## src/rtl/depth_test_unit.sv

```systemverilog
// Per-fragment depth test: issues the depth read, aligns it with the fragment, applies the compare mode
// and emits gated framebuffer/depth writes plus pass/fail statistics. Define DEPTH_FORWARD_EN for same-pixel write forwarding.
module depth_test_unit #(
  parameter int FB_BIT_WIDTH    = 16,
  parameter int DEPTH_BIT_WIDTH = 16,
  parameter int FB_ADDR_WIDTH   = 17,
  parameter int READ_LATENCY    = 2,
  parameter int STAT_WIDTH      = 32
) (
  input  logic                       clk_in,
  input  logic                       rst_n_in,
  input  logic                       frag_valid_in,
  input  logic                       frag_clear_in,
  input  logic                       frag_buf_in,
  input  logic [FB_ADDR_WIDTH-1:0]   frag_addr_in,
  input  logic [FB_BIT_WIDTH-1:0]    frag_color_in,
  input  logic [DEPTH_BIT_WIDTH-1:0] frag_depth_in,
  input  logic [2:0]                 cmp_mode_in,
  input  logic                       depth_wr_en_in,
  input  logic                       stats_clr_in,
  output logic                       dp_re_out,
  output logic [FB_ADDR_WIDTH-1:0]   dp_read_addr_out,
  input  logic [DEPTH_BIT_WIDTH-1:0] dp_read_in,
  output logic                       fb_we_out,
  output logic                       dp_we_out,
  output logic                       fb_front_out,
  output logic [FB_ADDR_WIDTH-1:0]   fb_write_out,
  output logic [FB_ADDR_WIDTH-1:0]   dp_write_out,
  output logic [FB_BIT_WIDTH-1:0]    fb_value_out,
  output logic [DEPTH_BIT_WIDTH-1:0] dp_value_out,
  output logic                       busy_out,
  output logic [STAT_WIDTH-1:0]      pass_count_out,
  output logic [STAT_WIDTH-1:0]      fail_count_out
);
  localparam int L = READ_LATENCY;

  typedef struct packed {
    logic                       clr;
    logic                       bsel;
    logic [FB_ADDR_WIDTH-1:0]   addr;
    logic [FB_BIT_WIDTH-1:0]    color;
    logic [DEPTH_BIT_WIDTH-1:0] depth;
    logic [2:0]                 mode;
    logic                       wen;
  } frag_t;

  logic [L-1:0] vld_q, vld_d;
  frag_t        pipe_q [L];
  frag_t        pipe_d [L];

  frag_t                      dec;
  logic                       dec_vld;
  logic                       dec_pass;
  logic [DEPTH_BIT_WIDTH-1:0] stored;

  logic                       fb_we_q, fb_we_d, dp_we_q, dp_we_d, bsel_q, bsel_d;
  logic                       out_vld_q, out_vld_d;
  logic [FB_ADDR_WIDTH-1:0]   waddr_q, waddr_d;
  logic [FB_BIT_WIDTH-1:0]    color_q, color_d;
  logic [DEPTH_BIT_WIDTH-1:0] dval_q, dval_d;
  logic [STAT_WIDTH-1:0]      pass_q, pass_d, fail_q, fail_d;

  function automatic logic cmp_pass(input logic [2:0] mode,
                                    input logic [DEPTH_BIT_WIDTH-1:0] n,
                                    input logic [DEPTH_BIT_WIDTH-1:0] s);
    case (mode)
      3'd0:    cmp_pass = 1'b0;
      3'd1:    cmp_pass = (n <  s);
      3'd2:    cmp_pass = (n <= s);
      3'd3:    cmp_pass = (n >  s);
      3'd4:    cmp_pass = (n >= s);
      3'd5:    cmp_pass = (n == s);
      3'd6:    cmp_pass = (n != s);
      default: cmp_pass = 1'b1;
    endcase
  endfunction

  function automatic logic [STAT_WIDTH-1:0] sat_inc(input logic [STAT_WIDTH-1:0] c);
    sat_inc = (&c) ? c : c + STAT_WIDTH'(1);
  endfunction

  assign dp_re_out        = frag_valid_in & ~frag_clear_in;
  assign dp_read_addr_out = frag_addr_in;

  always_comb begin
    vld_d[0]        = frag_valid_in;
    pipe_d[0].clr   = frag_clear_in;
    pipe_d[0].bsel  = frag_buf_in;
    pipe_d[0].addr  = frag_addr_in;
    pipe_d[0].color = frag_color_in;
    pipe_d[0].depth = frag_depth_in;
    pipe_d[0].mode  = cmp_mode_in;
    pipe_d[0].wen   = depth_wr_en_in;
    for (int i = 1; i < L; i++) begin
      vld_d[i]  = vld_q[i-1];
      pipe_d[i] = pipe_q[i-1];
    end
  end

`ifdef DEPTH_FORWARD_EN
  // History of writes emitted before the one now in the output register; together they cover every
  // write the aligned read could not have observed.
  logic                       hist_we_q   [L];
  logic                       hist_we_d   [L];
  logic [FB_ADDR_WIDTH-1:0]   hist_addr_q [L];
  logic [FB_ADDR_WIDTH-1:0]   hist_addr_d [L];
  logic [DEPTH_BIT_WIDTH-1:0] hist_val_q  [L];
  logic [DEPTH_BIT_WIDTH-1:0] hist_val_d  [L];

  always_comb begin
    hist_we_d[0]   = dp_we_q;
    hist_addr_d[0] = waddr_q;
    hist_val_d[0]  = dval_q;
    for (int i = 1; i < L; i++) begin
      hist_we_d[i]   = hist_we_q[i-1];
      hist_addr_d[i] = hist_addr_q[i-1];
      hist_val_d[i]  = hist_val_q[i-1];
    end
  end

  always_ff @(posedge clk_in or negedge rst_n_in) begin
    if (!rst_n_in) begin
      for (int i = 0; i < L; i++) hist_we_q[i] <= 1'b0;
    end else begin
      for (int i = 0; i < L; i++) hist_we_q[i] <= hist_we_d[i];
    end
  end

  always_ff @(posedge clk_in) begin
    for (int i = 0; i < L; i++) begin
      hist_addr_q[i] <= hist_addr_d[i];
      hist_val_q[i]  <= hist_val_d[i];
    end
  end
`endif

  always_comb begin
    dec     = pipe_q[L-1];
    dec_vld = vld_q[L-1];
    stored  = dp_read_in;
`ifdef DEPTH_FORWARD_EN
    // Oldest first so the youngest matching write wins.
    for (int i = L - 1; i >= 0; i--) begin
      if (hist_we_q[i] && (hist_addr_q[i] == dec.addr)) stored = hist_val_q[i];
    end
    if (dp_we_q && (waddr_q == dec.addr)) stored = dval_q;
`endif
    dec_pass = cmp_pass(dec.mode, dec.depth, stored);
  end

  always_comb begin
    fb_we_d   = 1'b0;
    dp_we_d   = 1'b0;
    bsel_d    = bsel_q;
    waddr_d   = waddr_q;
    color_d   = color_q;
    dval_d    = dval_q;
    out_vld_d = dec_vld;
    pass_d    = pass_q;
    fail_d    = fail_q;
    if (dec_vld) begin
      if (dec.clr || dec_pass) begin
        fb_we_d = 1'b1;
        dp_we_d = dec.clr | dec.wen;
        bsel_d  = dec.bsel;
        waddr_d = dec.addr;
        color_d = dec.color;
        dval_d  = dec.depth;
      end
      if (!dec.clr) begin
        if (dec_pass) pass_d = sat_inc(pass_q);
        else          fail_d = sat_inc(fail_q);
      end
    end
    if (stats_clr_in) begin
      pass_d = '0;
      fail_d = '0;
    end
  end

  // Stage boundary: pipeline valids, output register and counters.
  always_ff @(posedge clk_in or negedge rst_n_in) begin
    if (!rst_n_in) begin
      vld_q     <= '0;
      fb_we_q   <= 1'b0;
      dp_we_q   <= 1'b0;
      bsel_q    <= 1'b0;
      waddr_q   <= '0;
      color_q   <= '0;
      dval_q    <= '0;
      out_vld_q <= 1'b0;
      pass_q    <= '0;
      fail_q    <= '0;
    end else begin
      vld_q     <= vld_d;
      fb_we_q   <= fb_we_d;
      dp_we_q   <= dp_we_d;
      bsel_q    <= bsel_d;
      waddr_q   <= waddr_d;
      color_q   <= color_d;
      dval_q    <= dval_d;
      out_vld_q <= out_vld_d;
      pass_q    <= pass_d;
      fail_q    <= fail_d;
    end
  end

  always_ff @(posedge clk_in) begin
    for (int i = 0; i < L; i++) pipe_q[i] <= pipe_d[i];
  end

  assign fb_we_out      = fb_we_q;
  assign dp_we_out      = dp_we_q;
  assign fb_front_out   = bsel_q;
  assign fb_write_out   = waddr_q;
  assign dp_write_out   = waddr_q;
  assign fb_value_out   = color_q;
  assign dp_value_out   = dval_q;
  assign busy_out       = (|vld_q) | out_vld_q;
  assign pass_count_out = pass_q;
  assign fail_count_out = fail_q;
endmodule
```

## config.mk

```make
export PLATFORM = sky130hd
export DESIGN_NAME = depth_test_unit
export DESIGN_NICKNAME = d
export VERILOG_FILES = /design/src/rtl/depth_test_unit.sv
export SDC_FILE = /design/constraint.sdc
export NUM_CORES = 1
export LEC_CHECK = 0
export ABC_AREA = 1
export CORE_MARGIN = 4
export CORE_UTILIZATION = 25
export DETAILED_ROUTE_END_ITERATION = 8
export PLACE_DENSITY_LB_ADDON = 0.1
export SYNTH_ARGS = -nofsm -noshare
export SYNTH_HDL_FRONTEND = slang
export SYNTH_SLANG_ARGS = --single-unit
export TNS_END_PERCENT = 10
```

## constraint.sdc

```tcl
create_clock -name clk_in -period 3.9 [get_ports clk_in]
set_clock_uncertainty 0.1 [all_clocks]
set_input_delay 0.585 -clock clk_in [delete_from_list [all_inputs] [get_ports clk_in]]
set_output_delay 0.585 -clock clk_in [all_outputs]
set_load 0.02 [all_outputs]
```

==> metrics.sh, run 1 <==
FP-ROW-COUNT=72
TOTAL_POWER_uW=5820
ANTENNA-DIODE-COUNT=0
YS.WARNINGS.COUNT=0
AGGREGATE_GLOBAL_ROUTING_OVERFLOW=0
DRT_ITER0_DRC=268
CRITPATHARRIVALTIME_NS=3.15
GRT_PASS1_WL_MICRONS=47000
REPORT.FINAL.SLEW_VIOL_COUNT=0
CLOCK_PATH_BUFFERS=3
POST-CTS-SETUP-BUFFERS=0
SWITCHING_POWER_uW=1540
TIMING.CRITICAL_PATH.TO_TYPE='register'
GRT_MAX_DEGREE=92
WORST-R2R-CELL-COUNT=11
CTS_HOLD_REPAIR.BUFFERS=0
CRIT_FANOUT=50
POST_CTS.RESIZED_INSTANCES=0
UNREPAIRED_SETUP_ENDPOINTS_AFTER_GLOBAL_ROUTING='false'
HOLD_PATH_CLASS='primary input to async pin'
AREAGROWTHSYNTHTOFINISH_PCT=33.7
DRT.ANTENNA.VIOLATING_NETS=0
NUMBER_OF_FLIP_FLOPS_AND_LATCHES_IN_THE_SYNTHESIZED_NETLIST=229
CORE_AREA_SQ_MM=0.0389
CLOCKPOWERSHARE_PCT=41.6
POSTSYNTHAREAPERCELL_SQ_UM=8.85
POSTSYNTHCELLCOUNT=1121
TIMING.CRITICAL_PATH.TO='fb_value_out[5]'
TRITONCTS='done'
DRT-WIRELENGTH-PER-CELL_MICRONS=15.4
FINALWEIGHTEDCONGESTION=0.835
REG2REG_SETUP_SLACK_NS=1.14
CHIPHEIGHT_MICRONS=207
SLEW-LIMIT-HEADROOM_PCT=37.0
DIE_AREA_SQ_MM=0.0429
CTSHTREEMAXLEVEL=1
NUM_IO_PINS=227
YOSYS.CELL_COUNT.TOP_TYPE='sky130_fd_sc_hd__nand2_1'
POWER.DENSITY_mW_PER_MM2=438
PORT_BUFFERS=226
CLOCK_LATENCY_NS=0.55
POST-SYNTH-TOP-AREA-FRACTION_PCT=30.0
SETUP.WORST_PATH.START_CLASS='primary input'
HOLD_VIOLATIONS=0
VIASPERCELL=4.26
SETUP_VIOL=0
SETUP_TOTAL_NEGATIVE_SLACK_NS=0
CLOCK_SINK_COUNT=229
DRCVIOLATIONCOUNT=0
SYNTH-EDFF-COUNT=0
NET_COUNT_SYNTH=1214
POST_SYNTH_MAIN_AREA_CONTRIBUTORS='sky130_fd_sc_hd__dfrtp_1 30%, sky130_fd_sc_hd__dfxtp_1 22%, sky130_fd_sc_hd__nand2_1 10%'
CAP_VIOL_MAX_COUNT=0
SYNTH.CELLS.MOST_FREQUENT='268 x sky130_fd_sc_hd__nand2_1, 119 x sky130_fd_sc_hd__dfrtp_1, 119 x sky130_fd_sc_hd__inv_1'
FINALWORSTPATHREQUIREDPERIOD_NS=2.77
POST_SYNTH_NUM_CELL_TYPES=37
FINAL_LAYOUT_SIZE_SUFFIX_GT1_SHARE_PCT=8.07
RESULT_OF_THE_RUN='complete, no violations'
POWER_FRAC_SEQ_PCT=44.5
CRIT_TYPE='primary input to register'
VDD.IR_DROP.WORST_uV=320
LAYOUT_NETS=1398
ROUTED_WL_MICRONS=28500
CTS.ROOT.BUFFER_CELL='sky130_fd_sc_hd__clkbuf_16'
CRIT_REQUIRED_NS=4.28
YS_DOMINANT_REG_CELL='sky130_fd_sc_hd__dfrtp_1'
LEAKAGEPOWER_uW=0.00620
HPWLAFTERDP_MICRONS=19900
GRT_UTIL_ALL_LAYERS_PCT=13.1
DETAILROUTE.VIA_COUNT=7854
FP.DIEW_MICRONS=207
SYNTHARSTFLOPSHARE_PCT=52.0
SYNTH_AREA_SQ_MM=0.00992
SYNTH_TOP_AREA_CELL='sky130_fd_sc_hd__dfrtp_1'
COMBPWRFRAC_PCT=13.9
INTERNAL_POWER_uW=4270
CLK_PIN_SLEW_WORST_PATHS_NS=0.06
INITIAL_CORE_UTIL_PCT=25.5
TRITONCTS.NUM_BUFFERS=27
TIMING_WORST_SLEW_PIN_VALUE_NS=0.945
TIMING.CRITICAL_PATH.FROM='dp_read_in[13]'
P_SW_SHARE_PCT=26.5
CRIT-REG2REG-LAUNCH='fail_count_out[0]'
INITIAL_ANTENNA_VIOLATION_COUNT=2
PRE_REPAIR_DR_ITERATION_COUNT=4
REGTOREGENDPOINT='fail_count_out[4]'
POST-ROUTE-PERIOD-UTIL_PCT=70.9
YS_SEQ_AREA_SHARE_PCT=52.2
GRT_PASS1_VIAS=8150
MAXCLOCKFREQUENCY_MHz=361
-- cell families (layout without fill, tap and decap cells) --
logic type	after synthesis	after routing	synth area share, %
xor+xnor	58	58	5.12
simple gates	597	597	29.6
fa+ha+maj	18	18	2.27
flops	229	229	52.2
buf+inv	210	415	10.3
compound gates	9	9	0.517
-- registers in the layout, indices dropped and copies added (netlist names) --
register        flops
dp_write_out       17
fb_front_out        1
fail_count_out     32
pass_count_out     32
dp_value_out       16
fb_value_out       16
pipe_q            110
vld_q               2
out_vld_q           1
dp_we_out           1
fb_we_out           1
-- cell usage in the layout, fill, tap and decap left out, types with 2 or more instances in the layout --
cell and n:
sky130_fd_sc_hd__dfxtp_1 110, sky130_fd_sc_hd__nor2_1 55, sky130_fd_sc_hd__nor4_1 8, sky130_fd_sc_hd__ha_1 18, sky130_fd_sc_hd__buf_12 2, sky130_fd_sc_hd__clkbuf_16 27, sky130_fd_sc_hd__xor2_1 47, sky130_fd_sc_hd__nand4_2 3
sky130_fd_sc_hd__xnor2_1 11, sky130_fd_sc_hd__nor2_4 3, sky130_fd_sc_hd__nand4_1 83, sky130_fd_sc_hd__clkinv_2 3, sky130_fd_sc_hd__clkdlybuf4s50_1 225, sky130_fd_sc_hd__buf_4 9, sky130_fd_sc_hd__clkbuf_8 7, sky130_fd_sc_hd__clkbuf_1 11
sky130_fd_sc_hd__nand3_1 110, sky130_fd_sc_hd__nand3_2 22, sky130_fd_sc_hd__dfrtp_1 118, sky130_fd_sc_hd__nor3_2 2, sky130_fd_sc_hd__nand2_1 268, sky130_fd_sc_hd__inv_1 118, sky130_fd_sc_hd__nor2_2 6, sky130_fd_sc_hd__a21oi_1 5
sky130_fd_sc_hd__nor3_1 27, sky130_fd_sc_hd__nand2_2 4, sky130_fd_sc_hd__inv_2 8
-- power by group through the flow --
stage / clock network [uW] / logic (uW) / registers (uW)
2_1_floorplan: 0 / 339 / 2720
3_5_place_dp: 0 / 825 / 2630
6_report: 2420 / 808 / 2590
3_3_place_gp: 0 / 826 / 2630
4_1_cts: 2540 / 827 / 2590
5_1_grt: 2630 / 887 / 2600
-- how the worst min path moves through the flow --
stage	startpoint	endpoint	slack (ns)	cells after the start
floorplan	rst_n_in	dp_value_out[0]	0.19	0
global placement	pipe_q[0][7]	pipe_q[0][62]	0.21	0
detailed placement	pipe_q[0][46]	pipe_q[0][101]	0.21	0
CTS	rst_n_in	pass_count_out[27]	0.05	1
global route	rst_n_in	pass_count_out[22]	0.08	1
finish	rst_n_in	pass_count_out[20]	0.01	1
-- through the flow --
stage                     util (%)  setup WS, ns  area [sq um]  instances  hold slack (ns)
after floorplan                  -          1.55          9920       1121            0.189
after global placement        31.9         0.577         12400       1794            0.211
after detailed placement      31.9         0.539         12400       1794            0.212
after CTS                     34.1          1.04         13300       1844           0.0475
after global routing          34.1         0.778         13300       1844           0.0806
final                         34.1          1.13         13300       1844           0.0141
-- per-layer routing --
metal	part of all wire [%]	track usage (%)
met4	2.2	3.01
met2	46	21.3
met3	6.3	4.02
met1	45	17.3
met5	0.095	0
-- final cells by class --
cell class / count / area [sq um]
multi-input cells: 682 / 3720
repair buffers: 237 / 2370
clock inverters: 5 / 43.8
well taps: 518 / 648
flip-flops and latches: 229 / 5180
inverters: 128 / 483
clock buffers: 45 / 813
fillers: 4114 / 25700
-- critical path, cell delays in order --
cell and delay, ns:
sky130_fd_sc_hd__clkdlybuf4s50_1 0.45, sky130_fd_sc_hd__inv_1 0.04, sky130_fd_sc_hd__ha_1 0.31, sky130_fd_sc_hd__a21oi_1 0.16, sky130_fd_sc_hd__o21ai_0 0.12, sky130_fd_sc_hd__a21oi_2 0.24
sky130_fd_sc_hd__nand2_1 0.10, sky130_fd_sc_hd__nand2_2 0.08, sky130_fd_sc_hd__nand3_1 0.13, sky130_fd_sc_hd__nand4_2 0.13, sky130_fd_sc_hd__buf_4 0.52, sky130_fd_sc_hd__nand3_1 0.15
sky130_fd_sc_hd__nand2_1 0.10
Power figures use the tool's default switching activity.
==> run 2: changes to the inputs <==
- clock period: 3.9 -> 2.7 ns (I/O delays scaled with it)
==> run 2 against run 1 <==
  * Die area unchanged
  * First-iteration DRC count rose by 24%
  * Non-clock buffer count increased by 19
  * Highest routed layer unchanged
  * Register-to-register slack lost 0.88 ns
  * Core utilization rose by 0.57 points
  * Combinational power grew 50%
  * Via count is 0.28% higher
  * Clock power rose by 44%
  * Worst setup slack worse by 0.87 ns
  * Worst hold slack better by 0.18 ns
  * Clock-buffer cell count shrank 10
  * Critical endpoint is now pass_count_out[21]
  * Power is 45% higher
==> metrics.sh, run 2 (same netlist as run 1, synthesis figures left out) <==
RESULT_OF_THE_RUN='complete, no violations'
HOLD_VIOLATIONS=0  # unchanged
CRITPATHARRIVALTIME_NS=2.83  # -0.32 ns
CRIT-REG2REG-LAUNCH='pass_count_out[1]'
CP_NUM_BUF_INV=1  # -2
CAP_VIOL_MAX_COUNT=0  # unchanged
TOTAL_POWER_uW=8440  # +45%
DRT-WIRELENGTH-PER-CELL_MICRONS=15.4  # about the same
REG2REG_SETUP_SLACK_NS=0.26  # -0.88 ns
PLACE_WS_NS=-0.227  # -0.765 ns
TIMING.CRITICAL_PATH.TO_TYPE='register'
LAYOUT.FILLER_CELLS=4066  # -1.2%
CORE_AREA_SQ_MM=0.0389  # unchanged
INSTANCE_COUNT_ALONG_THE_MOST_CRITICAL_HOLD_PATH=1
CP_NUM_CELLS=12  # -1
FINAL_LAYOUT_SIZE_SUFFIX_GT1_SHARE_PCT=9.60  # +1.5 points
HPWLAFTERDP_MICRONS=20400  # +2.2%
WORST-R2R-CELL-COUNT=12  # +1
CRIT_REQUIRED_NS=3.09  # -1.19 ns
ANTENNA-DIODE-COUNT=0  # unchanged
LEAKAGEPOWER_uW=0.00633  # +2.1%
FIN_WORST_SETUP_SLACK_NS=0.264  # -0.869 ns
GRT_UTIL_ALL_LAYERS_PCT=13.0  # -0.15 points
REGTOREGENDPOINT='pass_count_out[21]'
TIMING.CRITICAL_PATH.MAX_DELAY_FAMILY='simple AND/OR/NAND/NOR gates'
DETAILROUTE.VIA_COUNT=7876  # +0.28%
VDD.IR_DROP.WORST_uV=494  # +55%
MAXCLOCKFREQUENCY_MHz=410
UNREPAIRED_SETUP_ENDPOINTS_AFTER_GLOBAL_ROUTING='false'
GRT_PASS1_WL_MICRONS=46100  # -1.9%
REPORT.FINAL.SLEW_VIOL_COUNT=0  # unchanged
FINAL-SEQ-AREA_SQ_MM=0.00518  # unchanged
MULTI_INPUT_COMB_AREA_SQ_MM=0.00373  # +0.17%
MOST-COMMON-LAYOUT-CELLS='268 x sky130_fd_sc_hd__nand2_1, 225 x sky130_fd_sc_hd__clkdlybuf4s50_1, 118 x sky130_fd_sc_hd__inv_1, 118 x sky130_fd_sc_hd__dfrtp_1'
CRIT_TYPE='register to register'
CLOCK_LATENCY_NS=0.56  # about the same
POWER.DENSITY_mW_PER_MM2=626  # +43%
TRITONCTS.NUM_BUFFERS=27  # unchanged
ROUTED_WL_MICRONS=28800  # +1.0%
CP_SLOWEST_CELL='sky130_fd_sc_hd__nor2_2'
CLK_PIN_SLEW_WORST_PATHS_NS=0.06  # about the same
PLACED_CELL_AREA_SQ_MM=0.0126  # +1.8%
PORT_BUFFERS=226  # unchanged
SETUP.WORST_PATH.START_CLASS='register'
LARGEST_REG_FLOPS=110  # unchanged
POST-ROUTE-PERIOD-UTIL_PCT=90.2
STARTPOINT_OF_THE_MOST_CRITICAL_HOLD_PATH='frag_depth_in[1]'
PRE_REPAIR_DR_ITERATION_COUNT=5  # +1
TRITONCTS='done'
CRIT_FANOUT=16  # -68%
VIASPERCELL=4.23  # -0.69%
NUM_IO_PINS=227  # unchanged
CP_SLOWEST_STAGE_DELAY_NS=0.72  # +0.20 ns
CTSHTREEMAXLEVEL=1  # unchanged
POST_CTS.RESIZED_INSTANCES=0  # unchanged
CTS.ROOT.BUFFER_CELL='sky130_fd_sc_hd__clkbuf_16'
LARGEST_REGISTER='pipe_q'
GRT_MAX_DEGREE=53  # -42%
INITIAL_ANTENNA_VIOLATION_COUNT=1  # -1
STDCELL_AREA_SQ_MM=0.0135  # +1.7%
FINAL_CORE_UTIL_PCT=34.7  # +0.57 points
LAYOUT_COMMONEST_CELL='sky130_fd_sc_hd__nand2_1'
FINALWORSTPATHREQUIREDPERIOD_NS=2.44
CLOCK_SINK_COUNT=229  # unchanged
FINALWEIGHTEDCONGESTION=0.852  # +2.1%
DRT_ITER0_DRC=332  # +24%
DIE_AREA_SQ_MM=0.0429  # unchanged
LAYOUT_NETS=1418  # +1.4%
SLEW-LIMIT-HEADROOM_PCT=38.8  # +1.8 points
HOLD-PATH-ENDPOINT='pipe_q[0][5]'
DRT.ANTENNA.VIOLATING_NETS=0  # unchanged
DRCVIOLATIONCOUNT=0  # unchanged
CHIPHEIGHT_MICRONS=207  # unchanged
POST-CTS-SETUP-BUFFERS=0  # unchanged
HOLD_PATH_CLASS='primary input to register'
WORSTPATHCELLLIST='ha_1, nand2_1, inv_1, nand3_4, nor2_8, nand3b_4, nor2_4, nand4_2, nor2_2, nor2_2, nand4_1, nand2_1'
AREAGROWTHSYNTHTOFINISH_PCT=35.9
SETUP_VIOL=0  # unchanged
INITIAL_CORE_UTIL_PCT=25.5  # unchanged
TIMING_WORST_SLEW_PIN_VALUE_NS=0.917  # -0.0275 ns
GRT_PASS1_VIAS=7996  # -1.9%
CLOCK_PATH_BUFFERS=3  # unchanged
AGGREGATE_GLOBAL_ROUTING_OVERFLOW=0  # unchanged
FP.DIEW_MICRONS=207  # unchanged
FP-ROW-COUNT=72  # unchanged
==> run 2: changes by cell type in the layout (fill, tap and decap cells not counted), sizes merged <==
| cell | delta |
|---|---|
| inv | +2 |
| clkinv | +4 |
| dlygate4sd3 | +1 |
| clkbuf | -10 |
| bufinv | +1 |
| clkinvlp | +1 |
| buf | +18 |
| nor2 | +1 |
==> run 2: layout make-up <==
class                   count  share of cell area [%]
multi-input cells         683                    27.6
clock inverters            13                   0.854
well taps                 518                    4.81
flip-flops and latches    229                    38.4
clock buffers              35                    5.38
repair buffers            256                    19.3
inverters                 128                    3.58
==> run 2: how the worst max path moves through the flow <==
stage                      start                  to  slack, ns
2_1_floorplan     dp_read_in[15]   fail_count_out[3]       0.53
3_3_place_gp      dp_read_in[15]     dp_write_out[9]      -0.20
3_5_place_dp      dp_read_in[15]     dp_write_out[1]      -0.23
4_1_cts        pass_count_out[1]  pass_count_out[31]       0.11
5_1_grt        pass_count_out[1]  pass_count_out[31]       0.09
6_report       pass_count_out[1]  pass_count_out[21]       0.26
==> run 2: power breakdown <==
group,switching (uW),internal [uW]
clock,1490,2000
sequential,115,3620
combinational,676,537
==> run 2: what timing repair did <==
item,4_1_cts,5_1_grt
setup endpoints to repair,0,30
hold buffers,1,0
endpoints found under the hold margin,50,0
==> run 2: routing by layer <==
| metal | global-route usage [%] | part of all wire [%] |
|---|---|---|
| met5 | 0 | 0.045 |
| met4 | 2.60 | 1.8 |
| met3 | 4.36 | 7.4 |
| met2 | 21.5 | 46 |
| met1 | 16.6 | 45 |
==> run 2: per-stage QoR <==
stage	instances	hold WS [ns]	TNS [ns]
after floorplan	1121	0.00941	0
after global placement	1812	0.210	-18.62
after detailed placement	1812	0.212	-21.92
after CTS	1861	0.149	0
after global routing	1862	0.154	0
final	1862	0.190	0
